<file path="src/rtl/comma_aligner_10b.sv">
// Receive word aligner: finds K28.5 in a 20-bit window, re-frames the stream at
// the comma offset, and tracks LOS/ACQ/SYNC with error-driven loss of sync.
module comma_aligner_10b #(
  parameter int LOCK_COMMAS = 3,
  parameter int ERR_LIMIT   = 4,
  parameter int GOOD_RUN    = 16
) (
  input  logic       clk,
  input  logic       rst,
  input  logic [9:0] data_in,
  input  logic       valid_in,
  input  logic       code_err_in,
  output logic [9:0] data_out,
  output logic       valid_out,
  output logic       comma_det,
  output logic       synced,
  output logic [3:0] offset
);

  localparam int CCW = $clog2(LOCK_COMMAS + 1);
  localparam int ECW = $clog2(ERR_LIMIT + 1);
  localparam int GCW = $clog2(GOOD_RUN + 1);

  typedef enum logic [1:0] {ST_LOS, ST_ACQ, ST_SYNC} state_t;

  state_t         state_q, state_d;
  logic [9:0]     prev_q, prev_d;
  logic [3:0]     offset_q, offset_d;
  logic [CCW-1:0] ccnt_q, ccnt_d;
  logic [ECW-1:0] ecnt_q, ecnt_d;
  logic [GCW-1:0] gcnt_q, gcnt_d;
  logic [9:0]     dout_q, dout_d;
  logic           vout_q, vout_d;
  logic           cdet_q, cdet_d;

  logic [19:0] win;
  logic [9:0]  cand [10];
  logic [9:0]  match;
  logic        any_match;
  logic        cur_match;
  logic        sync_err;
  logic [3:0]  first_k;

  always_comb begin
    win = {prev_q, data_in};
    for (int k = 0; k < 10; k++) begin
      cand[k]  = win[19-k -: 10];
      match[k] = (cand[k][9:3] == 7'b0011111) || (cand[k][9:3] == 7'b1100000);
    end
    any_match = |match;
    // Scan downwards so the lowest matching offset is the one left standing.
    first_k = 4'd0;
    for (int k = 9; k >= 0; k--) begin
      if (match[k]) first_k = 4'(k);
    end
    cur_match = match[offset_q];
    sync_err  = (any_match && !cur_match) || code_err_in;
  end

  always_comb begin
    state_d  = state_q;
    prev_d   = prev_q;
    offset_d = offset_q;
    ccnt_d   = ccnt_q;
    ecnt_d   = ecnt_q;
    gcnt_d   = gcnt_q;
    dout_d   = dout_q;
    cdet_d   = cdet_q;
    vout_d   = valid_in;
    if (valid_in) begin
      prev_d = data_in;
      case (state_q)
        ST_LOS: begin
          if (any_match) begin
            offset_d = first_k;
            ccnt_d   = CCW'(1);
            ecnt_d   = '0;
            gcnt_d   = '0;
            state_d  = (LOCK_COMMAS == 1) ? ST_SYNC : ST_ACQ;
          end
        end
        ST_ACQ: begin
          if (cur_match) begin
            ccnt_d = ccnt_q + CCW'(1);
            if (ccnt_q == CCW'(LOCK_COMMAS - 1)) begin
              state_d = ST_SYNC;
              ecnt_d  = '0;
              gcnt_d  = '0;
            end
          end else if (any_match) begin
            offset_d = first_k;
            ccnt_d   = CCW'(1);
          end
        end
        ST_SYNC: begin
          if (sync_err) begin
            gcnt_d = '0;
            ecnt_d = ecnt_q + ECW'(1);
            if (ecnt_q == ECW'(ERR_LIMIT - 1)) state_d = ST_LOS;
          end else if (gcnt_q == GCW'(GOOD_RUN - 1)) begin
            gcnt_d = '0;
            if (ecnt_q != '0) ecnt_d = ecnt_q - ECW'(1);
          end else begin
            gcnt_d = gcnt_q + GCW'(1);
          end
        end
        default: state_d = ST_LOS;
      endcase
      // The word that moves the offset is itself emitted at the new framing.
      dout_d = cand[offset_d];
      cdet_d = match[offset_d];
    end
  end

  always_ff @(posedge clk) begin
    if (rst) begin
      state_q  <= ST_LOS;
      prev_q   <= '0;
      offset_q <= '0;
      ccnt_q   <= '0;
      ecnt_q   <= '0;
      gcnt_q   <= '0;
      dout_q   <= '0;
      vout_q   <= 1'b0;
      cdet_q   <= 1'b0;
    end else begin
      state_q  <= state_d;
      prev_q   <= prev_d;
      offset_q <= offset_d;
      ccnt_q   <= ccnt_d;
      ecnt_q   <= ecnt_d;
      gcnt_q   <= gcnt_d;
      dout_q   <= dout_d;
      vout_q   <= vout_d;
      cdet_q   <= cdet_d;
    end
  end

  assign data_out  = dout_q;
  assign valid_out = vout_q;
  assign comma_det = cdet_q;
  assign synced    = (state_q == ST_SYNC);
  assign offset    = offset_q;

endmodule

</file>
<file path="config.mk">
export PLATFORM = sky130hd
export DESIGN_NAME = comma_aligner_10b
export DESIGN_NICKNAME = d
export VERILOG_FILES = /design/src/rtl/comma_aligner_10b.sv
export SDC_FILE = /design/constraint.sdc
export NUM_CORES = 1
export LEC_CHECK = 0
export CORE_ASPECT_RATIO = 1.75
export CORE_MARGIN = 10
export CORE_UTILIZATION = 55
export DETAILED_ROUTE_END_ITERATION = 8
export PLACE_DENSITY = 0.87
export REMOVE_ABC_BUFFERS = 1
export SKIP_CTS_REPAIR_TIMING = 1
export SYNTH_ARGS = -nofsm -noshare
export SYNTH_HDL_FRONTEND = slang
export SYNTH_SLANG_ARGS = --single-unit
export TNS_END_PERCENT = 5
</file>
<file path="constraint.sdc">
create_clock -name clk -period 8 [get_ports clk]
set_clock_uncertainty 0.2 [all_clocks]
set_input_delay 1.6 -clock clk [delete_from_list [all_inputs] [get_ports clk]]
set_output_delay 1.6 -clock clk [all_outputs]
set_load 0.01 [all_outputs]
</file>
==> results of run 1 <==
final timing paths:
check / from / to / slack [ps] / cells past startpoint
max: data_in[9] / data_out[1]$_SDFFE_PP0P_ / 2330 / 10
min: gcnt_q[4]$_SDFFE_PP0P_ / gcnt_q[4]$_SDFFE_PP0P_ / 270 / 1
max reg2reg: prev_q[4]$_SDFFE_PP0P_ / data_out[9]$_SDFFE_PP0P_ / 3370 / 10
min reg2reg: gcnt_q[4]$_SDFFE_PP0P_ / gcnt_q[4]$_SDFFE_PP0P_ / 270 / 1
registers in the layout, indices dropped and copies added (netlist names):
signal	flops
ecnt_q	3
state_q	2
valid_out	1
offset	4
prev_q	10
data_out	10
ccnt_q	2
gcnt_q	5
comma_det	1
cells in the mapped netlist (3+ instances only):
| cell | number | area (um^2) |
|---|---|---|
| or3_1 | 3 | 18.8 |
| nor3b_1 | 5 | 37.5 |
| nor3_1 | 13 | 65.1 |
| buf_1 | 3 | 11.3 |
| nand4_1 | 4 | 25.0 |
| buf_2 | 3 | 15.0 |
| and3_1 | 3 | 18.8 |
| mux2i_1 | 21 | 210 |
| a211oi_1 | 9 | 67.6 |
| o21ai_0 | 19 | 95.1 |
| o221ai_1 | 5 | 43.8 |
| nand3_1 | 23 | 115 |
| inv_1 | 17 | 63.8 |
| o2111ai_1 | 5 | 43.8 |
| nand2_1 | 25 | 93.8 |
| o21ai_1 | 3 | 15.0 |
| mux2_2 | 4 | 45.0 |
| nor2_1 | 45 | 169 |
| nor2b_1 | 7 | 43.8 |
| or4b_1 | 4 | 40.0 |
| and4_1 | 3 | 26.3 |
| o31ai_1 | 4 | 30.0 |
| nor4_1 | 4 | 25.0 |
| a21oi_1 | 16 | 80.1 |
| clkbuf_1 | 24 | 90.1 |
| a31oi_1 | 11 | 68.8 |
| nand4b_1 | 6 | 52.6 |
| a2111oi_0 | 3 | 26.3 |
| a221o_1 | 4 | 40.0 |
| nand2b_1 | 8 | 50.1 |
| dfxtp_1 | 38 | 761 |
| o211a_1 | 3 | 30.0 |
through the flow:
stage                     hold WS (ps)  std cells  total power (uW)  worst slack [ps]
after floorplan                    243        378               298              3180
after global placement             259        487               352              2230
after detailed placement           265        487               354              2120
after CTS                          274        494               482              2420
after global routing               310        494               510              2060
final                              273        494               485              2330
per-layer routing:
metal  vias up  share of wire [%]  global-route usage (%)  wire length, um
met3        65                6.1                    6.35              607
met1      1587                 35                    20.4             3500
li1       1580                  -                       -                -
met4         0                7.9                    17.7              789
met2       176                 51                    38.1             5030
met5         -                  0                       0                0
cell type report:
cell class	count	area, um^2
repair buffers	33	323
clock inverters	1	7.51
flip-flops and latches	38	761
clock buffers	6	72.6
inverters	18	67.6
well taps	76	95.1
multi-input cells	322	2190
fillers	534	2030
cells by family after synthesis:
family	Yosys count
AO/OA/AOI/OAI	116
XOR/XNOR	3
adder cells (fa/ha/maj)	3
buffers and inverters	49
flip-flops	38
multiplexers	25
AND/OR/NAND/NOR	175
power by group:
| part | switching [uW] | internal (uW) | leakage, uW |
|---|---|---|---|
| combinational | 77.7 | 57.4 | 0.000858 |
| sequential | 18.1 | 200 | 0.000310 |
| clock | 71.7 | 59.7 | 0.0000373 |
worst max-delay path: cells and delay by family:
kind | cells | cell delay [ps]
simple gates | 3 | 1250
mux | 2 | 570
compound gates | 4 | 1640
buf+inv | 1 | 600
==> results by group, run 1 <==
Run status
  – Run status: finished, final reports clean

Placed design
  – I/O Buffers: 30
  – GPL Wtd Cong: between 1 and 1.5
  – Detail Placement HPWL: ~7300 um
  – Placed cell area: roughly 0.0034 mm^2

Clock tree
  – Clock buffer count from CTS: 5
  – Worst skew pair latency: 310 ps
  – Clock slew at reported path FFs: around 70 ps
  – Clk buf depth: 2
  – TritonCTS clock tree: yes
  – CTS H-tree depth: 2
  – CTS root buf: clkbuf_8
  – TritonCTS Sinks: 38

Logic synthesis
  – Synth Warn #: 0
  – Mux cell area share after synthesis: 8.12%
  – Post-synthesis compound-gate area fraction: between 20% and 30%
  – Post-synth EDFFs: 0
  – Post-synth cell types: 80
  – Sequential area share after synthesis: between 20% and 30%
  – Syn avg cell area: 7.69 um^2
  – Adder-Cell Fraction of Synth Area: 1.43%
  – Combinational family with the most area after synthesis: simple AND/OR/NAND/NOR gates
  – Most used DFF post-synth: dfxtp_1
  – XOR/XNOR Fraction of Synth Area: less than 1%
  – Fraction of registers with async set/reset: 0%
  – Synth Instances: between 400 and 500
  – Yosys reg bits: 38
  – Synth Area in Simple Gates: 30.9%
  – Mapped cell area: between 0.003 and 0.004 mm^2

Finish
  – Most common cell after layout, fill and taps aside: nor2_1
  – Most frequent cells in the layout: nor2_1 (45), dfxtp_1 (38), clkdlybuf4s50_1 (30), nand2_1 (25), nand3_1 (23)
  – Fin nets: 435
  – Finished Cell Area: 0.00351 mm^2
  – Share of cells above drive strength 1: under 10%
  – Layout area overhead: 11.8%
  – Final core area utilization: 63.4%
  – Diode count: 0

STA
  – Final Hold Vio Count: 0
  – Crit share post-route: between 70 and 80%
  – Rel. slew slack: between 20% and 30%
  – Slew Viols, Final: 0
  – Final Setup Violations: 0
  – Worst slew pin tran: 1080 ps
  – Final setup TNS: 0 ps
  – Peak Freq: about 0.18 GHz
  – RSZ-0062 raised after global routing: no
  – Tmin final: around 5700 ps

Worst setup path
  – Critical path startpoint category: input port
  – Worst endpoint required time: roughly 8000 ps
  – Most used cell, CP: mux2i_1
  – Critical-path cell list: clkdlybuf4s50_1 > and4_1 > a32oi_1 > or4b_1 > o41ai_2 > o21ai_1 > nand2_2 > mux2i_1 > mux2i_1 > a221o_1
  – Critical path's largest stage delay: 600 ps
  – Critical Path AT: 5680 ps
  – CP endpoint kind: flip-flop
  – Slowest CP cell: clkdlybuf4s50_1
  – Crit-path max FO: 17
  – Worst Setup Path Type: input port to flip-flop

Drt
  – Initial DRC count: roughly 280
  – Drt wl/cell: between 20 and 25 um
  – Avg Vias per Cell: 6.90
  – Drc violations: 0
  – Pre-antenna DRT Iters: 5
  – Routed Antenna Nets: 0
  – Via count: between 3,000 and 4,000
  – Final WL: just under 10,000 um

Global route
  – Antenna violations before repair: 0
  – Vias in the first global route: 3,354
  – Pin count of the biggest net entering global routing: 39
  – Global-route wire length before repair: around 16,000 um
  – Total track usage: between 20 and 25%
  – Total gr overflow: 0

Min path
  – Hold WC Path Type: flip-flop to flip-flop

Die
  – # rows: 36
  – Core area: between 0.005 and 0.006 mm^2
  – Die area: approximately 0.009 mm^2
  – IO Pins: 31
  – Die width: just under 80 um
  – Die H: around 120 um
  – Initial core utilization: between 50% and 60%

Power and ir drop
  – Power per Cell Area: 138 mW/mm^2
  – Pleak: approximately 0.0012 uW
  – Max IR drop VDD: approximately 0.14 mV

Run
  – Maxcap violations: 0
No activity file was read; power rests on OpenSTA's default activity.
==> run 2, diff against run 1 <==
==> constraint.sdc (replaced) <==
create_clock -name clk -period 5.6 [get_ports clk]
set_clock_uncertainty 0.2 [all_clocks]
set_input_delay 1.12 -clock clk [delete_from_list [all_inputs] [get_ports clk]]
set_output_delay 1.12 -clock clk [all_outputs]
set_load 0.01 [all_outputs]
==> run 2 against run 1 <==
Non-clock buffer count rose by 7. Count of clock-buffer cells in the layout is the same. Critical path depth is the same. First-iteration DRC count increased by 20%. Flip-flop and latch count did not move. Wire length up 0.14%. Die area stayed put. Clock power grew 40%. Hold slack improved by 9.4 ps. Cell area rose by 1.5%. Critical endpoint unchanged.
==> results by group, run 2 (same netlist as run 1, synthesis figures left out) <==
Power and ir drop
  – Max IR drop VDD: 0.142 mV
  – Logic gate share of total power: 28.7%
  – Reported net switching power: around 240 uW
  – Pleak: around 0.0012 uW
  – Sw Share: between 30% and 40%
  – Clock share of power: between 20% and 30%
  – Seq pwr share: between 40% and 50%
  – Power per Cell Area: between 150 and 200 mW/mm^2
  – P_int: ~460 uW

Global route
  – Pin count of the biggest net entering global routing: 39
  – Total track usage: around a fifth
  – Total gr overflow: 0
  – Antenna violations before repair: 0
  – Global-route wire length before repair: 16,100 um
  – Vias in the first global route: 3,342

Drt
  – Drt wl/cell: ~20 um
  – Routed Antenna Nets: 0
  – Drc violations: 0
  – Avg Vias per Cell: 6.87
  – Initial DRC count: 337
  – Pre-antenna DRT Iters: 6
  – Via count: 3,441
  – Final WL: around 9900 um

Die
  – IO Pins: 31
  – Initial core utilization: approximately 57%
  – Die H: 120 um
  – # rows: 36
  – Die width: 77.2 um
  – Die area: between 0.009 and 0.01 mm^2
  – Core area: 0.00554 mm^2

Placed design
  – GPL Wtd Cong: roughly 0.96
  – Detail Placement HPWL: between 7000 and 8000 um
  – Post-place setup slack: roughly 330 ps
  – Placed cell area: around 0.0035 mm^2
  – I/O Buffers: 30

Clock tree
  – CTS root buf: clkbuf_8
  – CTS H-tree depth: 2
  – TritonCTS clock tree: yes
  – TritonCTS Sinks: 38
  – Clock slew at reported path FFs: about 70 ps
  – Clock buffer count from CTS: 5
  – Worst skew pair latency: around 300 ps
  – Clk buf depth: 2

Worst setup path
  – Critical Path AT: between 5000 and 6000 ps
  – CP endpoint kind: flip-flop
  – Worst endpoint required time: approximately 5600 ps
  – R2R depth: 10
  – Critical Path Source: data_in[9]
  – Critical path startpoint category: input port
  – Crit-path max FO: 17
  – Worst Setup Path Type: input port to flip-flop
  – Crit Reg-Reg Startpoint: prev_q[4]$_SDFFE_PP0P_

STA
  – Final setup margin: 571 ps
  – Slew Viols, Final: 0
  – Worst hold margin: approximately 280 ps
  – Final Setup Violations: 0
  – Tmin final: slightly above 5000 ps
  – Peak Freq: 0.199 GHz
  – Final setup TNS: 0 ps
  – Final Hold Vio Count: 0
  – Crit share post-route: 89.8%
  – RSZ-0062 raised after global routing: no
  – Rel. slew slack: 46.3%
  – Worst slew pin tran: about 800 ps

Run status
  – Run status: finished, final reports clean

Finish
  – Most common cell after layout, fill and taps aside: nor2_1
  – Layout area overhead: 13.5%
  – Finished Cell Area: roughly 0.0036 mm^2
  – Share of cells above drive strength 1: 8.24%
  – Diode count: 0
  – Final core area utilization: about 64%
  – Most frequent cells in the layout: nor2_1 (45), dfxtp_1 (38), clkdlybuf4s50_1 (30), nand2_1 (25), nand3_1 (23)
  – Fin nets: about 440

Run
  – Maxcap violations: 0

Min path
  – Worst Hold Launch: gcnt_q[4]$_SDFFE_PP0P_
  – Worst hold stages: 1
  – Hold WC Path Type: flip-flop to flip-flop
==> run 2: area by class of cell <==
cell class,count,area (um^2)
flip-flops and latches,38,761
clock buffers,6,72.6
well taps,76,95.1
fillers,500,1970
repair buffers,40,375
multi-input cells,322,2190
clock inverters,1,7.51
inverters,18,67.6
==> run 2: per-stage QoR <==
step                total power [uW]  cells
global placement                 505    494
CTS                              693    501
finish                           693    501
detailed placement               509    494
floorplan                        426    378
global route                     726    501
==> run 2: power groups by stage <==
| stage | clock network (uW) | logic, uW | registers (uW) |
|---|---|---|---|
| after CTS | 188 | 196 | 309 |
| after global routing | 199 | 215 | 312 |
| after global placement | 0 | 191 | 314 |
| after floorplan | 0 | 114 | 312 |
| final | 184 | 199 | 310 |
| after detailed placement | 0 | 195 | 315 |
==> run 2: worst paths after layout <==
| path | end | slack [ps] |
|---|---|---|
| setup / recovery | data_out[1]$_SDFFE_PP0P_ | 570 |
| setup reg to reg | data_out[1]$_SDFFE_PP0P_ | 1190 |
| hold / removal | gcnt_q[4]$_SDFFE_PP0P_ | 280 |
| hold reg to reg | gcnt_q[4]$_SDFFE_PP0P_ | 280 |
==> run 2: metal layers <==
layer	GRT usage, %	wire length (um)
met4	17.2	675
met3	4.41	572
met1	21.2	3670
met2	36.7	5030
met5	0	0
==> run 2: worst max-delay path, stage by stage <==
cell             delay (ps)
clkdlybuf4s50_1         630
and4_1                  310
a32o_1                  320
or4b_1                  540
o41ai_2                 530
o21ai_1                 180
nand2_2                 370
mux2i_1                 450
mux2i_1                 160
a221o_1                 380
==> run 3, diff against run 2 <==
--- a/config.mk
+++ b/config.mk
@@ -5,13 +5,14 @@
 export SDC_FILE = /design/constraint.sdc
 export NUM_CORES = 1
 export LEC_CHECK = 0
+export ABC_AREA = 1
 export CORE_ASPECT_RATIO = 1.75
 export CORE_MARGIN = 10
 export CORE_UTILIZATION = 55
 export DETAILED_ROUTE_END_ITERATION = 8
-export PLACE_DENSITY = 0.87
+export PLACE_DENSITY = 0.88
+export RECOVER_POWER = 50
 export REMOVE_ABC_BUFFERS = 1
-export SKIP_CTS_REPAIR_TIMING = 1
 export SYNTH_ARGS = -nofsm -noshare
 export SYNTH_HDL_FRONTEND = slang
 export SYNTH_SLANG_ARGS = --single-unit
==> run 3 against run 2 <==
Core utilization is 0.70 points lower. Flip-flop and latch count stayed put. Cell area down 6.2%. Critical path type unchanged. Highest routed layer unchanged.
==> results by group, run 3 <==
Power and ir drop
  – Power per Cell Area: 300 mW/mm^2
  – Reported net switching power: between 400 and 500 uW
  – Logic gate share of total power: 42.8%
  – Tot Pwr: roughly 1000 uW
  – Sw Share: roughly 42%
  – Pleak: roughly 0.0015 uW
  – Seq pwr share: approximately 33%
  – P_int: about 580 uW
  – Clock share of power: 23.9%
  – Max IR drop VDD: around 0.19 mV

Logic synthesis
  – Count leader, synth: nand2_1
  – Syn avg cell area: 5.85 um^2
  – Share of the synthesized area in the top cell type: 25.6%
  – Adder-Cell Fraction of Synth Area: between 1.5 and 2%
  – Top cells by area, synth: dfxtp_1 (26%), nand3_1 (16%), nand2_1 (15%)
  – Synth Instances: between 500 and 600
  – Mux cell area share after synthesis: 0%
  – Yosys reg bits: 38
  – Fraction of registers with async set/reset: 0%
  – Cell taking the most area after synthesis: dfxtp_1
  – Combinational family with the most area after synthesis: simple AND/OR/NAND/NOR gates
  – Most common library cells after synthesis: nand2_1 (118), nand3_1 (96), nor2_1 (66)
  – XOR/XNOR Fraction of Synth Area: less than 1%
  – Most used DFF post-synth: dfxtp_1
  – Post-synth cell types: 36
  – Post-synthesis compound-gate area fraction: 14.1%
  – Mapped cell area: approximately 0.0030 mm^2
  – Synth Warn #: 0
  – Post-synth EDFFs: 0
  – Synth Area in Simple Gates: 47.2%
  – Sequential area share after synthesis: roughly a quarter

Clock tree
  – TritonCTS clock tree: yes
  – Clock buffer count from CTS: 5
  – Worst skew pair latency: ~300 ps
  – CTS H-tree depth: 2
  – TritonCTS Sinks: 38
  – Hold buffers post-CTS: 0
  – Post-cts gate resize count: 0
  – CTS root buf: clkbuf_8
  – Clk buf depth: 2
  – Clock slew at reported path FFs: roughly 80 ps
  – Number of buffers added for setup after CTS: 0

Worst setup path
  – Worst endpoint required time: 5630 ps
  – CP endpoint kind: flip-flop
  – Critical path startpoint category: input port
  – Critical-path cell list: clkdlybuf4s50_1 > inv_1 > nand2_1 > nor2_1 > nand4_1 > nand2_1 > nor3_1 > nand3_2 > nand3_2 > nand2_2 > nand2_4 > nand2_1 > nand3_1 > nand3_1 > nand2_1 > nand2_1 > a21oi_2
  – Critical path's largest stage delay: 560 ps
  – Critical Path AT: approximately 4100 ps
  – Worst Setup Path Type: input port to flip-flop
  – Crit-path max FO: 26
  – Most used cell, CP: nand2_1
  – Slowest CP cell: clkdlybuf4s50_1

STA
  – Final setup TNS: 0 ps
  – Worst hold margin: roughly 290 ps
  – Peak Freq: about 0.25 GHz
  – Final Setup Violations: 0
  – Slew Viols, Final: 0
  – Final Hold Vio Count: 0
  – Tmin final: 4060 ps
  – Crit share post-route: around 73%
  – Rel. slew slack: between 10% and 20%
  – RSZ-0062 raised after global routing: no
  – Worst slew pin tran: between 1000 and 1500 ps

Finish
  – Layout area overhead: 12.5%
  – Fin nets: between 500 and 600
  – Share of cells above drive strength 1: 7.20%
  – Sequential standard cell area: approximately 760 um^2
  – Most common cell after layout, fill and taps aside: nand2_1
  – Area of the multi-input gates: around 0.0019 mm^2
  – Fillcell total: 500
  – Most frequent cells in the layout: nand2_1 (118), nand3_1 (96), nor2_1 (66), inv_1 (41), dfxtp_1 (38)
  – Cell Count, Final, Fillers Out: between 500 and 600
  – Diode count: 0
  – Final core area utilization: between 60% and 70%

Die
  – Core area: approximately 0.0053 mm^2
  – Die area: roughly 0.0089 mm^2
  – Die H: 117 um
  – # rows: 35
  – Die width: about 76 um
  – IO Pins: 31
  – Initial core utilization: between 50% and 60%

Run
  – Maxcap violations: 0

Global route
  – Pin count of the biggest net entering global routing: 31
  – Total track usage: 21.1%
  – Vias in the first global route: about 3,300
  – Total gr overflow: 0
  – Antenna violations before repair: 0
  – Global-route wire length before repair: approximately 15,000 um

Drt
  – Drt wl/cell: 15.8 um
  – Drc violations: 0
  – Avg Vias per Cell: 6.14
  – Initial DRC count: ~320
  – Pre-antenna DRT Iters: 5
  – Via count: between 3,000 and 4,000
  – Final WL: just over 9000 um
  – Routed Antenna Nets: 0

Placed design
  – Detail Placement HPWL: between 6000 and 7000 um
  – GPL Wtd Cong: 0.964
  – Placed Instances: about 580
  – I/O Buffers: 30

Min path
  – Hold WC Path Type: flip-flop to flip-flop

Run status
  – Run status: finished, final reports clean
[run 3: critical path, delay by kind of cell]
kind            cells  cell delay (ps)
compound gates      1              100
buf+inv             2              730
simple gates       14             2140
[run 3: cells by family after synthesis]
family | count (synthesis)
flops | 38
xor+xnor | 3
buf+inv | 74
compound gates | 77
simple gates | 314
fa+ha+maj | 3
[run 3: final cells by class]
class,count,area share (%)
Multi-Input combinational cell,397,56.7
Sequential cell,38,22.7
Timing Repair Buffer,32,9.20
Inverter,53,5.94
Clock buffer,5,2.06
Tap cell,55,2.06
Clock inverter,3,1.35
[run 3: final timing paths]
kind	startpoint	cells past startpoint	slack (ps)	endpoint
max reg2reg	prev_q[0]$_SDFFE_PP0P_	18	2400	data_out[6]$_SDFFE_PP0P_
max	data_in[8]	17	1540	data_out[6]$_SDFFE_PP0P_
min reg2reg	gcnt_q[4]$_SDFFE_PP0P_	2	290	gcnt_q[4]$_SDFFE_PP0P_
min	gcnt_q[4]$_SDFFE_PP0P_	2	290	gcnt_q[4]$_SDFFE_PP0P_
[run 3: stage by stage]
step	worst slack (ps)	area (um^2)
2_1_floorplan	2340	2860
3_3_place_gp	1410	3240
3_5_place_dp	1350	3240
4_1_cts	1660	3350
5_1_grt	1250	3350
6_report	1540	3350
[run 3: layer usage]
metal | GRT usage (%) | share of wire (%) | vias up
met3 | 3.29 | 6.9 | 61
met2 | 36.4 | 50 | 178
met5 | 0 | 0 | -
li1 | - | - | 1712
met1 | 22.3 | 36 | 1628
met4 | 13.2 | 7.1 | 0
[run 3: power groups by stage]
stage | logic, uW | clock network (uW) | registers, uW
global route | 475 | 253 | 339
global placement | 416 | 0 | 338
CTS | 425 | 242 | 333
detailed placement | 423 | 0 | 340
floorplan | 295 | 0 | 338
finish | 430 | 240 | 334
